<file path="src/rtl/note_play_sequencer.sv">
// Note play sequencer: queues note codes from the converter and plays each one
// for a fixed duration followed by a silent gap, in arrival order.
module note_play_sequencer #(
  parameter int unsigned DEPTH      = 8,
  parameter int unsigned CLK_PER_MS = 100000,
  parameter int unsigned NOTE_MS    = 250,
  parameter int unsigned GAP_MS     = 20
) (
  input  logic                   clk,
  input  logic                   rst,
  input  logic                   key_valid,
  input  logic [4:0]             key_note,
  input  logic                   flush,
  output logic                   key_ready,
  output logic [4:0]             play_note,
  output logic                   playing,
  output logic [$clog2(DEPTH):0] fifo_count,
  output logic                   overflow
);

  localparam int unsigned PtrW    = $clog2(DEPTH);
  localparam int unsigned CntW    = PtrW + 1;
  localparam int unsigned NoteCyc = NOTE_MS * CLK_PER_MS;
  localparam int unsigned GapCyc  = GAP_MS * CLK_PER_MS;
  localparam int unsigned MaxCyc  = (NoteCyc > GapCyc) ? NoteCyc : GapCyc;
  localparam int unsigned TmrW    = (MaxCyc > 1) ? $clog2(MaxCyc) : 1;

  localparam logic [TmrW-1:0] NoteLast = TmrW'(NoteCyc - 1);
  localparam logic [TmrW-1:0] GapLast  = TmrW'(GapCyc - 1);
  localparam logic [CntW-1:0] FullCnt  = CntW'(DEPTH);
  localparam logic [4:0]      MaxNote  = 5'd21;

  typedef enum logic [1:0] {
    StIdle,
    StPlay,
    StGap
  } state_e;

  state_e          state_q, state_d;
  logic [TmrW-1:0] timer_q, timer_d;
  logic [4:0]      note_q, note_d;
  logic [PtrW-1:0] wr_ptr_q, wr_ptr_d;
  logic [PtrW-1:0] rd_ptr_q, rd_ptr_d;
  logic [CntW-1:0] count_q, count_d;
  logic            overflow_q, overflow_d;
  logic [4:0]      mem [DEPTH];

  logic key_ok;
  logic full;
  logic empty;
  logic push;
  logic pop;
  logic note_done;
  logic gap_done;

  // Codes outside 1..21 are not notes and never reach the queue or the overflow flag.
  assign key_ok    = (key_note != 5'd0) && (key_note <= MaxNote);
  assign full      = (count_q == FullCnt);
  assign empty     = (count_q == '0);
  assign note_done = (timer_q == NoteLast);
  assign gap_done  = (timer_q == GapLast);

  assign push = key_valid && key_ok && !full && !flush;

  // ---------------------------------------------------------------------------
  // FSM state register
  // ---------------------------------------------------------------------------
  always_ff @(posedge clk or posedge rst) begin
    if (rst) begin
      state_q <= StIdle;
    end else begin
      state_q <= state_d;
    end
  end

  // ---------------------------------------------------------------------------
  // FSM next-state logic
  // ---------------------------------------------------------------------------
  always_comb begin
    state_d = state_q;
    if (flush) begin
      state_d = StIdle;
    end else begin
      unique case (state_q)
        StIdle: begin
          if (!empty) begin
            state_d = StPlay;
          end
        end
        StPlay: begin
          if (note_done) begin
            state_d = StGap;
          end
        end
        StGap: begin
          if (gap_done) begin
            state_d = empty ? StIdle : StPlay;
          end
        end
        default: state_d = StIdle;
      endcase
    end
  end

  // ---------------------------------------------------------------------------
  // FSM outputs and datapath next-state
  // ---------------------------------------------------------------------------
  always_comb begin
    playing    = (state_q == StPlay);
    pop        = 1'b0;
    timer_d    = timer_q;
    note_d     = note_q;
    overflow_d = 1'b0;

    if (!flush) begin
      pop = !empty && ((state_q == StIdle) || ((state_q == StGap) && gap_done));
      // A pop in the same cycle does not free a slot for the incoming event.
      overflow_d = key_valid && key_ok && full;
    end

    // Timer restarts on every state change and stays parked at zero in idle.
    if ((state_d != state_q) || (state_q == StIdle)) begin
      timer_d = '0;
    end else begin
      timer_d = timer_q + TmrW'(1);
    end

    if (flush) begin
      note_d = 5'd0;
    end else if (pop) begin
      note_d = mem[rd_ptr_q];
    end else if ((state_q == StPlay) && note_done) begin
      note_d = 5'd0;
    end
  end

  // ---------------------------------------------------------------------------
  // FIFO pointer and occupancy next-state
  // ---------------------------------------------------------------------------
  always_comb begin
    wr_ptr_d = wr_ptr_q;
    rd_ptr_d = rd_ptr_q;
    count_d  = count_q;
    if (flush) begin
      wr_ptr_d = '0;
      rd_ptr_d = '0;
      count_d  = '0;
    end else begin
      if (push) begin
        wr_ptr_d = wr_ptr_q + PtrW'(1);
      end
      if (pop) begin
        rd_ptr_d = rd_ptr_q + PtrW'(1);
      end
      count_d = count_q + CntW'(push) - CntW'(pop);
    end
  end

  // ---------------------------------------------------------------------------
  // Datapath registers
  // ---------------------------------------------------------------------------
  always_ff @(posedge clk or posedge rst) begin
    if (rst) begin
      timer_q    <= '0;
      note_q     <= 5'd0;
      wr_ptr_q   <= '0;
      rd_ptr_q   <= '0;
      count_q    <= '0;
      overflow_q <= 1'b0;
    end else begin
      timer_q    <= timer_d;
      note_q     <= note_d;
      wr_ptr_q   <= wr_ptr_d;
      rd_ptr_q   <= rd_ptr_d;
      count_q    <= count_d;
      overflow_q <= overflow_d;
    end
  end

  // Storage needs no reset: occupancy alone decides which entries are live.
  always_ff @(posedge clk) begin
    if (push) begin
      mem[wr_ptr_q] <= key_note;
    end
  end

  assign key_ready  = !full;
  assign play_note  = note_q;
  assign fifo_count = count_q;
  assign overflow   = overflow_q;

endmodule

</file>
<file path="config.mk">
export PLATFORM = sky130hd
export DESIGN_NAME = note_play_sequencer
export DESIGN_NICKNAME = d
export VERILOG_FILES = /design/src/rtl/note_play_sequencer.sv
export SDC_FILE = /design/constraint.sdc
export NUM_CORES = 1
export LEC_CHECK = 0
export BUFFER_PORTS_ARGS = -buffer_cell sky130_fd_sc_hd__buf_2
export CAP_MARGIN = 20
export CORE_AREA = 5 5 86 104
export CTS_BUF_LIST = sky130_fd_sc_hd__clkbuf_8
export DETAILED_ROUTE_END_ITERATION = 10
export DIE_AREA = 0 0 91 109
export HOLD_SLACK_MARGIN = 0.12
export PLACE_DENSITY = 0.66
export SLEW_MARGIN = 20
export SYNTH_ARGS = -nofsm -noshare
export SYNTH_HDL_FRONTEND = slang
export SYNTH_SLANG_ARGS = --single-unit
</file>
<file path="constraint.sdc">
create_clock -name clk -period 8.3 [get_ports clk]
set_input_delay 1.245 -clock clk [delete_from_list [all_inputs] [get_ports clk]]
set_output_delay 1.245 -clock clk [all_outputs]
set_load 0.02 [all_outputs]
</file>
==> impl_results.md, run 1 <==
* TritonRoute pass-1 iters at 4
* Core area at 7880 sq um
* TritonCTS Buffers at 9
* Die Height at 109 um
* Status: completed
* Post-synthesis sequential area ratio at 0.596
* Adder-Cell Fraction of Synth Area at 0.0347
* Unrepaired setup endpoints after global routing: false
* Post-DP HPWL at 4.77 mm
* Beginning of the worst hold path: timer_q[0]
* Setup WS pre-CTS at 4700 ps
* Synth Instances at 303
* Clk sinks at 83
* CTS Buffer Depth at 2
* Top cell type's share of synthesized area at 0.314
* Netlist Area Pre-Place at 3820 sq um
* Routed Antenna Nets at 0
* Hold WC Path Type: register to register
* Max_cap viols at 0
* Slew HR at 0.351
* Cell variety after synth at 44
* Setup crit end kind: register
* Setup TNS at 0 ps
* Synth-to-Final Area Change at 10.2%
* Crit. Startpoint: key_note[4]
* Initial antenna violation count at 0
* R2R setup slack at 5340 ps
* Primary FF master, synth: dfrtp_1
* Measured slew at the worst slew-check pin at 971 ps
* TritonCTS clock tree: yes
* Cell taking the most area after synthesis: edfxtp_1
* First-pass GRT wire length at 12.0 mm
* GP Congestion at 0.743
* Startpoint class of the critical path: primary input
* EDFF count, synth at 40
* Setup Buffers After CTS at 0
* FF-to-FF Start: timer_q[0]
* Final nets at 348
* Grt total ovfl at 0
* Power Density at 244 nW/um^2
* Routed WL per cell at 16.0 um
* Clk_lat worst skew at 360 ps
* H-tree levels at 3
* Via count at 2355
* Port bufs at 20
* Starting density of the core at 0.485
* Site row count at 36
* Worst vdd ir at 126 uV
* Synth Warn # at 0
* Total wire length at 6.84 mm
* # DRC at 0
* Inserted Diodes at 0
* I/O pins at 21
* Layout cell share with drive strength beyond 1 at 0.180
* DIE AREA at 9920 sq um
* Final hold viol count at 0
* Horiz. Die Dim at 91 um
* Fin crit share at 0.387
* Critical path peak fanout at 10
* DR iter-0 viols at 98
* #FFs+latches synth at 83
* CP required at 8540 ps
* Critical path arrival at 3460 ps
* CTS resizes at 0
* Mux share of post-synthesis cell area at 0.0747
* Synth top area cells: edfxtp_1 31%, dfrtp_1 28%, mux4_2 5.9%, xnor2_1 5.3%, nor2_1 4.1%
* Crit path kind: primary input to register
* Fmax at 0.311 GHz
* Pin count of the biggest net entering global routing at 44
* Ys async rst share at 0.518
* Vias in the first global route at 2361
* Gr usage total at 0.154
* LEAKAGE at 1.61 nW
* Post-CTS Hold Buffers at 0
* FILL cells at 663
* Setup ws final at 5090 ps
* Largest family of logic cells by synthesized area: simple AND/OR/NAND/NOR gates
* CTS root buffer: clkbuf_8
* Fin. max-slew vios at 0
* Mean post-synth cell area at 12.6 sq um
* Syn nets at 322
* Complex-gate fraction of the synthesized area at 0.0419
* Most frequent cell after synthesis: dfrtp_1
* Clk slew on worst S/H paths at 100 ps
* Post-Synth Simple-Gate Area at 0.152
* Xor/xnor share of the synthesized area at 0.0619
* Min Tclk post-route at 3210 ps
* Setup violators final at 0
* Vias per cell at 5.49
* Layout Skew at 18.5 ps
* Post-synth top cells: 43 x dfrtp_1, 42 x nor2_1, 40 x edfxtp_1
-- path summary, 6_finish.rpt --
| path | endpoint | cells past startpoint |
|---|---|---|
| min in group asynchronous | fifo_count[3] | 3 |
| worst min register to register | timer_q[0] | 1 |
| worst max-delay path | fifo_count[1] | 9 |
| worst min-delay path | timer_q[0] | 1 |
| worst max register to register | fifo_count[2] | 12 |
| max in group asynchronous | rd_ptr_q[2] | 3 |
-- kinds of logic (layout without fill, tap and decap cells) --
| group | after synthesis | after routing |
|---|---|---|
| mux | 16 | 16 |
| simple gates | 113 | 113 |
| compound gates | 21 | 21 |
| fa+ha+maj | 10 | 10 |
| xor+xnor | 27 | 27 |
| flops | 83 | 83 |
| buf+inv | 33 | 64 |
-- stage by stage --
| step | instances | instance area [sq um] | hold WS [ps] | total power, W | util |
|---|---|---|---|---|---|
| finish | 429 | 4210 | 515 | 0.00103 | 0.534 |
| floorplan | 303 | 3820 | 469 | 0.000694 | - |
| detailed placement | 413 | 4010 | 505 | 0.000758 | 0.509 |
| global route | 429 | 4210 | 552 | 0.00109 | 0.534 |
| CTS | 429 | 4210 | 518 | 0.00104 | 0.534 |
| global placement | 413 | 4010 | 505 | 0.000755 | 0.509 |
-- where the power goes --
part           leakage, nW  internal [W]  switching (W)
clock network        0.101      0.000119       0.000165
registers            0.951      0.000463      0.0000417
logic                0.557      0.000108       0.000130
-- metal layers --
metal | vias to the layer above | global-route usage | share of wire
li1 | 1143 | - | -
met1 | 1178 | 0.194 | 0.43
met2 | 27 | 0.266 | 0.53
met3 | 7 | 0.0338 | 0.026
met4 | 0 | 0.0503 | 0.014
met5 | - | 0 | 0
-- layout make-up --
class / instances / area [sq um] / share of cell area
Clock inverter: 7 / 73.8 / 0.0175
Timing Repair Buffer: 23 / 123 / 0.0291
Inverter: 25 / 93.8 / 0.0223
Multi-Input combinational cell: 187 / 1400 / 0.333
Clock buffer: 9 / 124 / 0.0294
Sequential cell: 83 / 2280 / 0.541
Tap cell: 95 / 119 / 0.0282
-- cell usage in the layout (no fill, tap or decap), drive strengths merged, types with 4 or more instances in the layout --
master	count
dfrtp	43
nor2	42
edfxtp	40
inv	28
xnor2	23
buf	23
nand3	13
nand2	12
mux4	10
nor3	9
ha	9
clkbuf	9
nor4	8
mux2i	6
nand4	5
o22ai	5
and3	5
xor2	4
a21oi	4
nor4b	4
clkinv	4
-- sequential cells by signal (all words and copies together) (netlist names) --
name,count
fifo_count,4
play_note,5
rd_ptr_q,3
wr_ptr_q,3
mem,40
timer_q,25
overflow,1
state_q,2
-- critical path: stages --
cell	delay (ps)
buf_2	150
or4_1	520
o221a_2	300
nand3_1	190
ha_1	270
inv_1	60
ha_1	170
fa_1	410
nor2b_1	130
(Power assumes the default switching activity.)
==> run 2, diff against run 1 <==
==> constraint.sdc (replaced) <==
create_clock -name clk -period 3.1 [get_ports clk]
set_input_delay 0.465 -clock clk [delete_from_list [all_inputs] [get_ports clk]]
set_output_delay 0.465 -clock clk [all_outputs]
set_load 0.02 [all_outputs]
==> impl_results.md, run 2 (synthesis results as in run 1) <==
* Commonest non-fill, non-tap cell in the layout: dfrtp_1
* Port bufs at 20 (unchanged)
* FF-to-FF Start: timer_q[0]
* Setup violators final at 0 (unchanged)
* Power after layout at 0.00278 W (+170%)
* Slowest cell on crit path: dfrtp_1
* DIE AREA at 9920 sq um (unchanged)
* Fmax at 0.367 GHz
* Setup TNS at 0 ps (unchanged)
* Final hold viol count at 0 (unchanged)
* Critical path arrival at 2980 ps (-480 ps)
* Status: completed
* CP max stage delay at 430 ps (-90 ps)
* Layout Skew at 12.6 ps (-5.91 ps)
* CP Capture Point: fifo_count[2]
* Via count at 2359 (+0.17%)
* Pin count of the biggest net entering global routing at 27 (-39%)
* Worst vdd ir at 344 uV (+170%)
* Routed Antenna Nets at 0 (unchanged)
* Storage cell area at 2280 sq um (unchanged)
* CP required at 3350 ps (-5190 ps)
* Vias in the first global route at 2352 (-0.38%)
* Starting density of the core at 0.485 (unchanged)
* Setup ws final at 375 ps (-4710 ps)
* Gr usage total at 0.154 (+0.000195)
* CTS root buffer: clkbuf_8
* FILL cells at 674 (+1.7%)
* Largest reg by FF count: mem
* Routed WL per cell at 16.3 um (+2.2%)
* Clk sinks at 83 (unchanged)
* Setup Buffers After CTS at 0 (unchanged)
* Critical path peak fanout at 8 (-2)
* Min Tclk post-route at 2720 ps
* Synth-to-Final Area Change at 11.4%
* Die Height at 109 um (unchanged)
* CP most frequent cell: ha_1
* LEAKAGE at 1.65 nW (+2.5%)
* Fin crit share at 0.879
* Horiz. Die Dim at 91 um (unchanged)
* Vias per cell at 5.41 (-1.4%)
* Crit-path cells: ha_1, nand3_1, and4bb_2, a31o_2, nand3_1, inv_1, ha_1, inv_1, ha_1, fa_1, xnor2_1, nor2_1
* GP Congestion at 0.779 (+4.8%)
* Clk slew on worst S/H paths at 100 ps (about the same)
* Setup WS pre-CTS at 296 ps (-4400 ps)
* Highest-count cells in the layout ignoring fill and taps: 43 x dfrtp_1, 42 x nor2_1, 40 x edfxtp_1
* Final nets at 355 (+2.0%)
* Crit path kind: register to register
* Post-DP HPWL at 4.94 mm (+3.7%)
* Post-CTS Hold Buffers at 0 (unchanged)
* Clk_lat worst skew at 360 ps (about the same)
* CTS resizes at 0 (unchanged)
* Core area at 7880 sq um (unchanged)
* I/O pins at 21 (unchanged)
* Slew HR at 0.516 (+0.165)
* Crit Reg-Reg Endpoint: fifo_count[2]
* TritonCTS clock tree: yes
* Max_cap viols at 0 (unchanged)
* Setup crit end kind: register
* Unrepaired setup endpoints after global routing: false
* Hold WC Path Type: primary input to async pin
* R2R setup slack at 380 ps (-4960 ps)
* Inserted Diodes at 0 (unchanged)
* Crit. Startpoint: timer_q[0]
* Power Density at 654 nW/um^2 (+170%)
* H-tree levels at 3 (unchanged)
* Grt total ovfl at 0 (unchanged)
* Site row count at 36 (unchanged)
* DR iter-0 viols at 69 (-30%)
* Fin. max-slew vios at 0 (unchanged)
* Measured slew at the worst slew-check pin at 726 ps (-245 ps)
* TritonCTS Buffers at 9 (unchanged)
* Max reg flops at 40 (unchanged)
* # DRC at 0 (unchanged)
* Layout cell share with drive strength beyond 1 at 0.196 (+0.0168)
* TritonRoute pass-1 iters at 4 (unchanged)
* R2R cell count at 12 (unchanged)
* Total wire length at 7.11 mm (+3.9%)
* Post-Layout Inst Area at 4260 sq um (+1.1%)
* Initial antenna violation count at 0 (unchanged)
* CTS Buffer Depth at 2 (unchanged)
* Dpl cell area at 4060 sq um (+1.2%)
* Startpoint class of the critical path: register
* Multi-input gate area at 1390 sq um (-0.45%)
* First-pass GRT wire length at 11.8 mm (-1.7%)
==> run 2: changes by cell type in the layout (fill, tap and decap cells not counted), sizes merged <==
cell    before  now
inv         28   30
buf         23   30
clkinv       4    2
==> run 2: cell type report <==
class                           instances  share of cell area
Inverter                               25              0.0220
Clock buffer                            9              0.0291
Tap cell                               95              0.0279
Timing Repair Buffer                   30              0.0412
Multi-Input combinational cell        187               0.327
Clock inverter                          7              0.0173
Sequential cell                        83               0.535
==> run 2: critical path: cells and delay by family (launching register included) <==
kind                       cells  cell delay [ps]
buffers and inverters          2              100
adders and majority gates      4             1120
xor gates and xnor gates       1              170
AOI/OAI and AO/OA              1              270
and+or+nand+nor                4              550
DFF                            1              430
==> run 2: routing by layer <==
layer  wire length (um)  global-route usage
met1               3080               0.186
met2               3710               0.269
met3                197              0.0359
met4                119              0.0597
met5                  0                   0
==> run 2: worst min-delay path by stage <==
stage	startpoint	endpoint	slack (ps)	cells past startpoint
6_report	rst	wr_ptr_q[2]	150	2
2_1_floorplan	timer_q[0]	timer_q[0]	470	1
4_1_cts	rst	fifo_count[1]	200	2
3_3_place_gp	timer_q[0]	timer_q[0]	490	1
3_5_place_dp	timer_q[0]	timer_q[0]	500	1
5_1_grt	rst	fifo_count[3]	190	2
==> run 2: metrics by stage <==
step	hold WS, ps	instances	util
finish	154	436	0.540
global route	195	436	0.540
CTS	202	436	0.540
detailed placement	503	420	0.515
global placement	492	420	0.515
floorplan	469	303	-
==> run 2: power by group <==
part	total [W]	switching [W]	internal [W]
registers	0.00135	0.000113	0.00124
logic	0.000655	0.000357	0.000298
clock network	0.000775	0.000452	0.000323
==> run 3, diff against run 2 <==
--- a/config.mk
+++ b/config.mk
@@ -5,12 +5,13 @@
 export SDC_FILE = /design/constraint.sdc
 export NUM_CORES = 1
 export LEC_CHECK = 0
+export ABC_AREA = 1
 export BUFFER_PORTS_ARGS = -buffer_cell sky130_fd_sc_hd__buf_2
 export CAP_MARGIN = 20
-export CORE_AREA = 5 5 86 104
+export CORE_AREA = 5 5 88 106
 export CTS_BUF_LIST = sky130_fd_sc_hd__clkbuf_8
 export DETAILED_ROUTE_END_ITERATION = 10
-export DIE_AREA = 0 0 91 109
+export DIE_AREA = 0 0 93 111
 export HOLD_SLACK_MARGIN = 0.12
 export PLACE_DENSITY = 0.66
 export SLEW_MARGIN = 20
==> impl_results.md, run 3 <==
* Critical path arrival at 2770 ps (-210 ps)
* Final hold viol count at 0 (unchanged)
* Power Density at 680 nW/um^2 (+4.1%)
* Cell variety after synth at 31 (-30%)
* Syn nets at 439 (+36%)
* Fin crit share at 0.815 (-0.0640)
* Gr usage total at 0.167 (+0.0124)
* GP Congestion at 0.853 (+9.6%)
* Slowest cell on crit path: fa_1
* Crit path kind: register to register
* Setup violators final at 0 (unchanged)
* Cell taking the most area after synthesis: edfxtp_1
* Most frequent cell after synthesis: nand2_1
* CTS Buffer Depth at 2 (unchanged)
* Max_cap viols at 0 (unchanged)
* Hold WC Path Type: primary input to async pin
* Storage cell area at 2280 sq um (unchanged)
* Final nets at 462 (+30%)
* Min Tclk post-route at 2530 ps (-198 ps)
* Primary FF master, synth: dfrtp_1
* Fin. max-slew vios at 0 (unchanged)
* CP required at 3340 ps (about the same)
* Post-DP HPWL at 5.73 mm (+16%)
* Post-Layout Inst Area at 4350 sq um (+2.1%)
* CTS resizes at 0 (unchanged)
* CTS root buffer: clkbuf_8
* TritonRoute pass-1 iters at 4 (unchanged)
* DIE AREA at 10300 sq um (+4.1%)
* Site row count at 36 (unchanged)
* Clk slew on worst S/H paths at 80 ps (-20 ps)
* Post-synth top cells: 94 x nand2_1, 70 x nor2_1, 47 x inv_1
* WP buf/inv at 2 (unchanged)
* Port bufs at 20 (unchanged)
* I/O pins at 21 (unchanged)
* TritonCTS clock tree: yes
* Multi-input gate area at 1450 sq um (+4.2%)
* Total wire length at 7.89 mm (+11%)
* Highest-count cells in the layout ignoring fill and taps: 94 x nand2_1, 70 x nor2_1, 47 x inv_1
* Slew HR at 0.526 (+0.0101)
* Vias per cell at 5.26 (-2.8%)
* Largest reg by FF count: mem
* DR iter-0 viols at 98 (+42%)
* CP most frequent cell: ha_1
* Setup Buffers After CTS at 0 (unchanged)
* Layout Skew at 12.2 ps (-0.384 ps)
* EDFF count, synth at 40 (unchanged)
* Status: completed
* Critical path peak fanout at 8 (unchanged)
* Clk_lat worst skew at 360 ps (about the same)
* Max reg flops at 40 (unchanged)
* Die Height at 111 um (+1.8%)
* Worst vdd ir at 425 uV (+24%)
* Synth top area cells: edfxtp_1 30%, dfrtp_1 27%, nand2_1 8.9%, nor2_1 6.6%, inv_1 4.5%
* Synth-to-Final Area Change at 9.69%
* Synth Warn # at 0 (unchanged)
* Synth Instances at 420 (+39%)
* LEAKAGE at 1.82 nW (+10%)
* Setup crit end kind: register
* Initial antenna violation count at 0 (unchanged)
* Crit-path cells: ha_1, nand3_1, nor2_1, nand2_1, nand2_2, nand2_2, nor2_4, ha_1, inv_1, ha_1, fa_1, inv_1, nor2_1
* Power after layout at 0.00296 W (+6.3%)
* Crit path max-delay family: adder cells
* Setup TNS at 0 ps (unchanged)
* Fmax at 0.396 GHz (+7.9%)
* Clk sinks at 83 (unchanged)
* # DRC at 0 (unchanged)
* Pin count of the biggest net entering global routing at 26 (-3.7%)
* Ys async rst share at 0.518 (unchanged)
* TritonCTS Buffers at 9 (unchanged)
* Routed WL per cell at 14.5 um (-11%)
* Layout cell share with drive strength beyond 1 at 0.0982 (-0.0983)
* Commonest non-fill, non-tap cell in the layout: nand2_1
* Grt total ovfl at 0 (unchanged)
* FILL cells at 748 (+11%)
* #FFs+latches synth at 83 (unchanged)
* Starting density of the core at 0.489 (+0.00429)
* H-tree levels at 3 (unchanged)
* Netlist Area Pre-Place at 3960 sq um (+3.8%)
* Via count at 2857 (+21%)
* Post-synthesis sequential area ratio at 0.574 (-0.0216)
* Top cell type's share of synthesized area at 0.303 (-0.0114)
* Mean post-synth cell area at 9.44 sq um (-25%)
* Post-CTS Hold Buffers at 0 (unchanged)
* Measured slew at the worst slew-check pin at 711 ps (-15.2 ps)
* Core area at 8110 sq um (+2.9%)
* First-pass GRT wire length at 13.4 mm (+13%)
* Dpl cell area at 4140 sq um (+2.1%)
* Vias in the first global route at 2829 (+20%)
* Routed Antenna Nets at 0 (unchanged)
* Unrepaired setup endpoints after global routing: false
* Startpoint class of the critical path: register
* Inserted Diodes at 0 (unchanged)
* CP max stage delay at 420 ps (about the same)
* Horiz. Die Dim at 93 um (+2.2%)
## run 3: cell types whose count changed in the layout (fill, tap and decap cells not counted), moves of 9 or more
cell,previous run,this run
nand2_1,12,94
inv_1,22,47
mux4_2,10,0
o21ai_0,2,11
xnor2_1,23,7
nor2_1,42,70
a21oi_1,4,16
## run 3: path summary, 6_finish.rpt
check / endpoint / cells after the start / startpoint / slack [ps]
setup / recovery: fifo_count[1] / 13 / timer_q[0] / 570
hold / removal: timer_q[0] / 2 / rst / 120
setup reg to reg: fifo_count[1] / 13 / timer_q[0] / 570
hold reg to reg: timer_q[0] / 1 / timer_q[0] / 470
max in group asynchronous: play_note[2] / 3 / rst / 2270
min in group clk: mem[7][2] / 1 / key_note[2] / 400
## run 3: layout make-up
class                           instances  area share
Multi-Input combinational cell        279       0.334
Timing Repair Buffer                   22      0.0265
Clock inverter                          6      0.0153
Clock buffer                           10      0.0317
Tap cell                               95      0.0273
Sequential cell                        83       0.524
Inverter                               48      0.0414
## run 3: through the flow
step	utilization	std cells	hold slack, ps	setup WS, ps
6_report	0.536	543	121	573
3_3_place_gp	0.511	527	446	564
3_5_place_dp	0.511	527	468	468
5_1_grt	0.536	543	148	215
2_1_floorplan	-	420	431	630
4_1_cts	0.536	543	124	558
## run 3: worst reg2reg max path, cell delays in order (launching register included)
cell and delay [ps]:
dfrtp_1 380, ha_1 200, nand3_1 170, nor2_1 140
nand2_1 100, nand2_2 100, nand2_2 70, nor2_4 240
ha_1 280, inv_1 50, ha_1 170, fa_1 420
inv_1 60, nor2_1 30
## run 3: cell families (layout without fill, tap and decap cells)
logic type	Yosys count	count (layout)	synth area share
flops	83	83	0.574
simple gates	202	202	0.212
buf+inv	58	86	0.0590
xor+xnor	19	19	0.0420
fa+ha+maj	10	10	0.0335
compound gates	48	48	0.0786
## run 3: report_power, final
part,total [W],switching [W],internal [W],leakage [nW]
Clock,0.000781,0.000387,0.000394,0.0999
Sequential,0.00135,0.0000960,0.00125,0.951
Combinational,0.000829,0.000542,0.000287,0.769
Total,0.00296,0.00103,0.00193,1.82
## run 3: routing by layer
| layer | routed length [um] | global-route usage |
|---|---|---|
| met4 | 195 | 0.0723 |
| met1 | 3390 | 0.193 |
| met3 | 229 | 0.0421 |
| met2 | 4070 | 0.288 |
| met5 | 0 | 0 |
